--- config.mk ---
export PLATFORM = sky130hd
export DESIGN_NAME = reg_write_arbiter
export DESIGN_NICKNAME = d
export VERILOG_FILES = /design/src/rtl/reg_arb_pkg.sv /design/src/rtl/clr_load_reg.sv /design/src/rtl/reg_write_arbiter.sv
export SDC_FILE = /design/constraint.sdc
export NUM_CORES = 1
export LEC_CHECK = 0
export BUFFER_PORTS_ARGS = -buffer_cell sky130_fd_sc_hd__buf_2
export CORE_MARGIN = 3
export CORE_UTILIZATION = 45
export DETAILED_ROUTE_END_ITERATION = 10
export GPL_TIMING_DRIVEN = 0
export PLACE_DENSITY = 0.83
export SLEW_MARGIN = 10
export SYNTH_ARGS = -nofsm -noshare
export SYNTH_HDL_FRONTEND = slang
export SYNTH_SLANG_ARGS = --single-unit
export TNS_END_PERCENT = 5
--- constraint.sdc ---
create_clock -name clk -period 3.23 [get_ports clk]
set_input_delay 0.969 -clock clk [delete_from_list [all_inputs] [get_ports clk]]
set_output_delay 0.969 -clock clk [all_outputs]
set_load 0.02 [all_outputs]
--- src/rtl/reg_arb_pkg.sv ---
// Shared types and helpers for the round-robin register write arbiter.
package reg_arb_pkg;

  typedef enum logic [0:0] {
    ARB_IDLE = 1'b0,
    ARB_OWN  = 1'b1
  } arb_state_e;

  // Lock counter width; holds LOCK_MAX values up to 15.
  localparam int LOCK_CNT_W = 4;

  function automatic int id_width(input int n);
    return (n > 1) ? $clog2(n) : 1;
  endfunction

endpackage

--- src/rtl/clr_load_reg.sv ---
// W-bit register with priority synchronous clear, load enable and load-zero select.
module clr_load_reg #(
  parameter int W = 8
) (
  input  logic         clk,
  input  logic         clear,
  input  logic         load_en_i,
  input  logic         load_zero_i,
  input  logic [W-1:0] d_i,
  output logic [W-1:0] q_o
);

  logic [W-1:0] q_q;

  always_ff @(posedge clk) begin
    if (clear) begin
      q_q <= '0;
    end else if (load_en_i) begin
      q_q <= load_zero_i ? '0 : d_i;
    end else begin
      q_q <= q_q;
    end
  end

  assign q_o = q_q;

endmodule

--- src/rtl/reg_write_arbiter.sv ---
// Round-robin arbiter granting N requesters write/clear access to one shared register.
// Optional per-owner write locking is enabled by defining REG_ARB_LOCK_EN.
module reg_write_arbiter
  import reg_arb_pkg::*;
#(
  parameter int N        = 4,
  parameter int W        = 8,
  parameter int LOCK_MAX = 4
) (
  input  logic                    clk,
  input  logic                    clear,
  input  logic [N-1:0]            req,
  input  logic [N-1:0]            op_clr,
  input  logic [N*W-1:0]          wr_data,
`ifdef REG_ARB_LOCK_EN
  input  logic [N-1:0]            lock,
`endif
  output logic [N-1:0]            gnt,
  output logic [id_width(N)-1:0]  owner,
  output logic                    busy,
  output logic [W-1:0]            q
);

  localparam int ID_W = id_width(N);

  if (N < 2 || N > 8 || LOCK_MAX < 1 || LOCK_MAX > (2**LOCK_CNT_W - 1)) begin : g_bad_params
    $error("reg_write_arbiter: parameter out of range");
  end

  arb_state_e          state_q, state_d;
  logic [N-1:0]        gnt_q, gnt_d;
  logic [ID_W-1:0]     owner_q, owner_d;
  logic [ID_W-1:0]     ptr_q, ptr_d;
  logic                busy_q, busy_d;
  logic [ID_W:0]       pick_s;
  logic [ID_W-1:0]     ptr_next_s;
  logic                load_en_s;
  logic                load_zero_s;
  logic [W-1:0]        load_data_s;
`ifdef REG_ARB_LOCK_EN
  logic [LOCK_CNT_W-1:0] lock_cnt_q, lock_cnt_d;
`endif

  // Returns {found, index} of the first set request scanning upward from p, wrapping at N.
  function automatic logic [ID_W:0] pick(input logic [N-1:0] r, input logic [ID_W-1:0] p);
    logic [ID_W:0] res;
    int            idx;
    res = '0;
    for (int k = N - 1; k >= 0; k--) begin
      idx = int'(p) + k;
      if (idx >= N) begin
        idx = idx - N;
      end else begin
        idx = idx;
      end
      if (r[idx]) begin
        res = {1'b1, ID_W'(idx)};
      end else begin
        res = res;
      end
    end
    return res;
  endfunction

  assign pick_s      = pick(req, ptr_q);
  assign ptr_next_s  = (int'(owner_q) == N - 1) ? '0 : owner_q + ID_W'(1);
  assign load_zero_s = op_clr[owner_q];
  assign load_data_s = wr_data[int'(owner_q)*W +: W];

  // Next-state, grant and register-write decode.
  always_comb begin
    state_d   = state_q;
    gnt_d     = gnt_q;
    owner_d   = owner_q;
    ptr_d     = ptr_q;
    busy_d    = busy_q;
    load_en_s = 1'b0;
`ifdef REG_ARB_LOCK_EN
    lock_cnt_d = lock_cnt_q;
`endif
    case (state_q)
      ARB_IDLE: begin
        if (pick_s[ID_W]) begin
          state_d = ARB_OWN;
          gnt_d   = {{(N-1){1'b0}}, 1'b1} << pick_s[ID_W-1:0];
          owner_d = pick_s[ID_W-1:0];
          busy_d  = 1'b1;
`ifdef REG_ARB_LOCK_EN
          lock_cnt_d = '0;
`endif
        end else begin
          gnt_d  = '0;
          busy_d = 1'b0;
        end
      end
      ARB_OWN: begin
        load_en_s = 1'b1;
        state_d   = ARB_IDLE;
        gnt_d     = '0;
        busy_d    = 1'b0;
        ptr_d     = ptr_next_s;
`ifdef REG_ARB_LOCK_EN
        // Hold ownership while locked and this write is not the LOCK_MAX-th one.
        if (lock[owner_q] && (int'(lock_cnt_q) + 1 < LOCK_MAX)) begin
          state_d    = ARB_OWN;
          gnt_d      = gnt_q;
          busy_d     = 1'b1;
          ptr_d      = ptr_q;
          lock_cnt_d = lock_cnt_q + LOCK_CNT_W'(1);
        end else begin
          lock_cnt_d = lock_cnt_q;
        end
`endif
      end
      default: begin
        state_d = ARB_IDLE;
        gnt_d   = '0;
        busy_d  = 1'b0;
      end
    endcase
  end

  // Arbiter state registers with synchronous clear.
  always_ff @(posedge clk) begin
    if (clear) begin
      state_q <= ARB_IDLE;
      gnt_q   <= '0;
      owner_q <= '0;
      ptr_q   <= '0;
      busy_q  <= 1'b0;
`ifdef REG_ARB_LOCK_EN
      lock_cnt_q <= '0;
`endif
    end else begin
      state_q <= state_d;
      gnt_q   <= gnt_d;
      owner_q <= owner_d;
      ptr_q   <= ptr_d;
      busy_q  <= busy_d;
`ifdef REG_ARB_LOCK_EN
      lock_cnt_q <= lock_cnt_d;
`endif
    end
  end

  clr_load_reg #(.W(W)) u_reg (
    .clk         (clk),
    .clear       (clear),
    .load_en_i   (load_en_s),
    .load_zero_i (load_zero_s),
    .d_i         (load_data_s),
    .q_o         (q)
  );

  assign gnt   = gnt_q;
  assign owner = owner_q;
  assign busy  = busy_q;

endmodule

==> summary.txt <==
Finish
  • Fin util: 0.690
  • Final #Nets: 191
  • Antenna cells: 0
  • Share of cells above drive strength 1: 0.497
  • Syn-to-layout area delta: 36.5%
  • Filler cells: 166

Setup path
  • CP top delay family: flip-flops
  • Cell breakdown of the critical path: buf_2
  • Req. time, crit path: 2.26 ns
  • Crit path DAT: 0.89 ns
  • Worst Setup Start Kind: register
  • Crit path max-delay cell type: dfxtp_1
  • Crit path capture type: primary output
  • Bufs and invs on worst path: 1
  • Setup CP Type: reg -> out
  • Critical path's largest stage delay: 0.41 ns
  • CP Max Fanout: 4

Die
  • Die width: 51.5 microns
  • Die Y: 51.5 microns
  • Initial core utilization: 0.505
  • IO Pins: 57
  • Die area: 2650 sq um
  • FP Rows: 15
  • Core Box Area: 1840 sq um

Logic synthesis
  • Share of the synthesized area in the top cell type: 0.366
  • Async SR Flop Fraction: 0
  • Post-Syn Area: 930 sq um
  • Register area share after synthesis: 0.366
  • Top FF cell, synth: dfxtp_1
  • Synthesized area per cell: 10.7 sq um
  • Post-synth top area cell: dfxtp_1
  • Distinct cells, synth: 26
  • Post-synth EDFFs: 0
  • Yosys warning total: 0
  • Post-Syn Nets: 130
  • Register bit total from synthesis: 17
  • Synth top area cells: dfxtp_1, mux4_2, nand2b_1
  • Post-Syn Instances: 87

CTS
  • # clock sinks: 17
  • Clock transition at path regs: 0.11 ns
  • Clock insertion delay at the later pin of the skew report: 0.30 ns
  • Number of gates resized after CTS: 0
  • Hold Buf Count CTS: 0
  • Postcts setup bufs: 0
  • Max H-tree Level: 1
  • Cts bufs inserted: 3
  • CTS Root Cell: clkbuf_4
  • TritonCTS clock tree: built
  • CTS Buffer Depth: 2

Placed design
  • Final HPWL DP: 1990 microns
  • Final GP Congestion: 0.910
  • Port Buffers: 56

Detailed routing
  • DRT Pass-1 Iters: 4
  • Initial drt markers: 15
  • Final ANT Viol Nets: 0
  • Overall routed net length: 2410 microns
  • Wire per inst: 14.0 microns
  • Detailed-route via count: 899
  • Vias per cell: 5.23
  • Drc violations: 0

Min path
  • Worst min path class: reg -> reg

Global route
  • Total Routing Usage GR: 0.187
  • Vias in the first global route: 893
  • Largest net degree at the start of global routing: 11
  • Grt total ovfl: 0
  • First-pass GRT wire length: 3720 microns
  • Initial antenna violation count: 0

Timing
  • Clk_skew: 0.00526 ns
  • Hold Vio Cnt, Final: 0
  • RSZ-0062 raised after global routing: no
  • Setup TNS: 0 ns
  • Final setup vio count: 0
  • Headroom to the max-slew limit: 0.696
  • Actual slew at the worst max-slew pin: 0.453 ns
  • Final Max Slew Viols: 0
  • Peak Freq: 537 MHz
  • Final Critical Period: 1.86 ns
  • Final period utilization: 0.576

Power and ir drop
  • LEAKAGE: 0.586 nW
  • Peak VDD IR: 0.337 mV
  • Pwr dens: 388 nW/um^2

Run status
  • Outcome: finished clean

Flow run
  • Max_cap viols: 0
## kinds of logic (layout without fill, tap and decap cells)
group                    after synthesis  after routing  synth area share
AND/OR/NAND/NOR                       33             33             0.225
multiplexers                          11             11             0.240
adder cells (fa/ha/maj)                1              1            0.0135
buffers and inverters                  6             66            0.0309
AO/OA/AOI/OAI                         19             19             0.125
flip-flops                            17             17             0.366
## path summary, 6_finish.rpt
check / slack [ns] / startpoint / endpoint / cells past startpoint
hold / removal: 0.47 / u_reg.q_o[3] / u_reg.q_o[3] / 2
setup reg to reg: 1.77 / owner[1] / u_reg.q_o[2] / 4
hold reg to reg: 0.47 / u_reg.q_o[3] / u_reg.q_o[3] / 2
setup / recovery: 1.37 / owner[0] / owner[0] / 1
## sequential cells by signal, summed over array words and instances (netlist names)
signal and flops:
u_reg.q_o 8, gnt 4, owner 2, ptr_q 2, busy 1
## power breakdown
group	internal (mW)	leakage, nW	switching (mW)
Clock	0.0461	0.0177	0.0712
Combinational	0.0754	0.430	0.0676
Sequential	0.224	0.139	0.00825
Total	0.345	0.586	0.147
## cells in the final DEF (no fill, tap or decap), drive strengths merged, types with 2 or more instances in the layout
master   n
nor2     6
nand3b   8
nor2b    3
dfxtp   17
mux2i    2
buf     58
mux4     9
a21oi   11
nand2b  11
o21ai    2
clkbuf   6
## cell type report
cell class	instances	area (sq um)	share of cell area
buffer	5	25.0	0.0197
clock buffer	3	22.5	0.0178
clock inverter	1	5.00	0.00394
inverter	1	3.75	0.00296
multi-input combinational	64	561	0.442
sequential	17	340	0.268
tap	25	31.3	0.0247
timing repair buffer	56	280	0.221
## per-layer routing
metal  track usage  vias up  part of all wire
met3        0.0379        4             0.041
li1              -      446                 -
met1         0.217      420              0.42
met4        0.0480        0            0.0058
met5             0        -                 0
met2         0.345       29              0.54
## per-stage QoR
stage / setup slack (ns) / area (sq um) / cells / hold slack, ns / total power [mW]
after floorplan: 1.41 / 930 / 87 / 0.475 / 0.329
after global placement: 1.22 / 1240 / 168 / 0.453 / 0.376
after detailed placement: 1.22 / 1240 / 168 / 0.459 / 0.379
after CTS: 1.35 / 1270 / 172 / 0.475 / 0.493
after global routing: 1.31 / 1270 / 172 / 0.504 / 0.514
final: 1.37 / 1270 / 172 / 0.471 / 0.492
## synthesized netlist by cell type (2+ instances only)
master / count
nand2b_1: 11
a21oi_1: 11
o21ai_0: 2
dfxtp_1: 17
nand3b_1: 8
clkbuf_1: 2
nor2_1: 6
mux2i_1: 2
nor2b_1: 3
mux4_2: 9
Note: power is estimated with default switching activity, not from simulation.
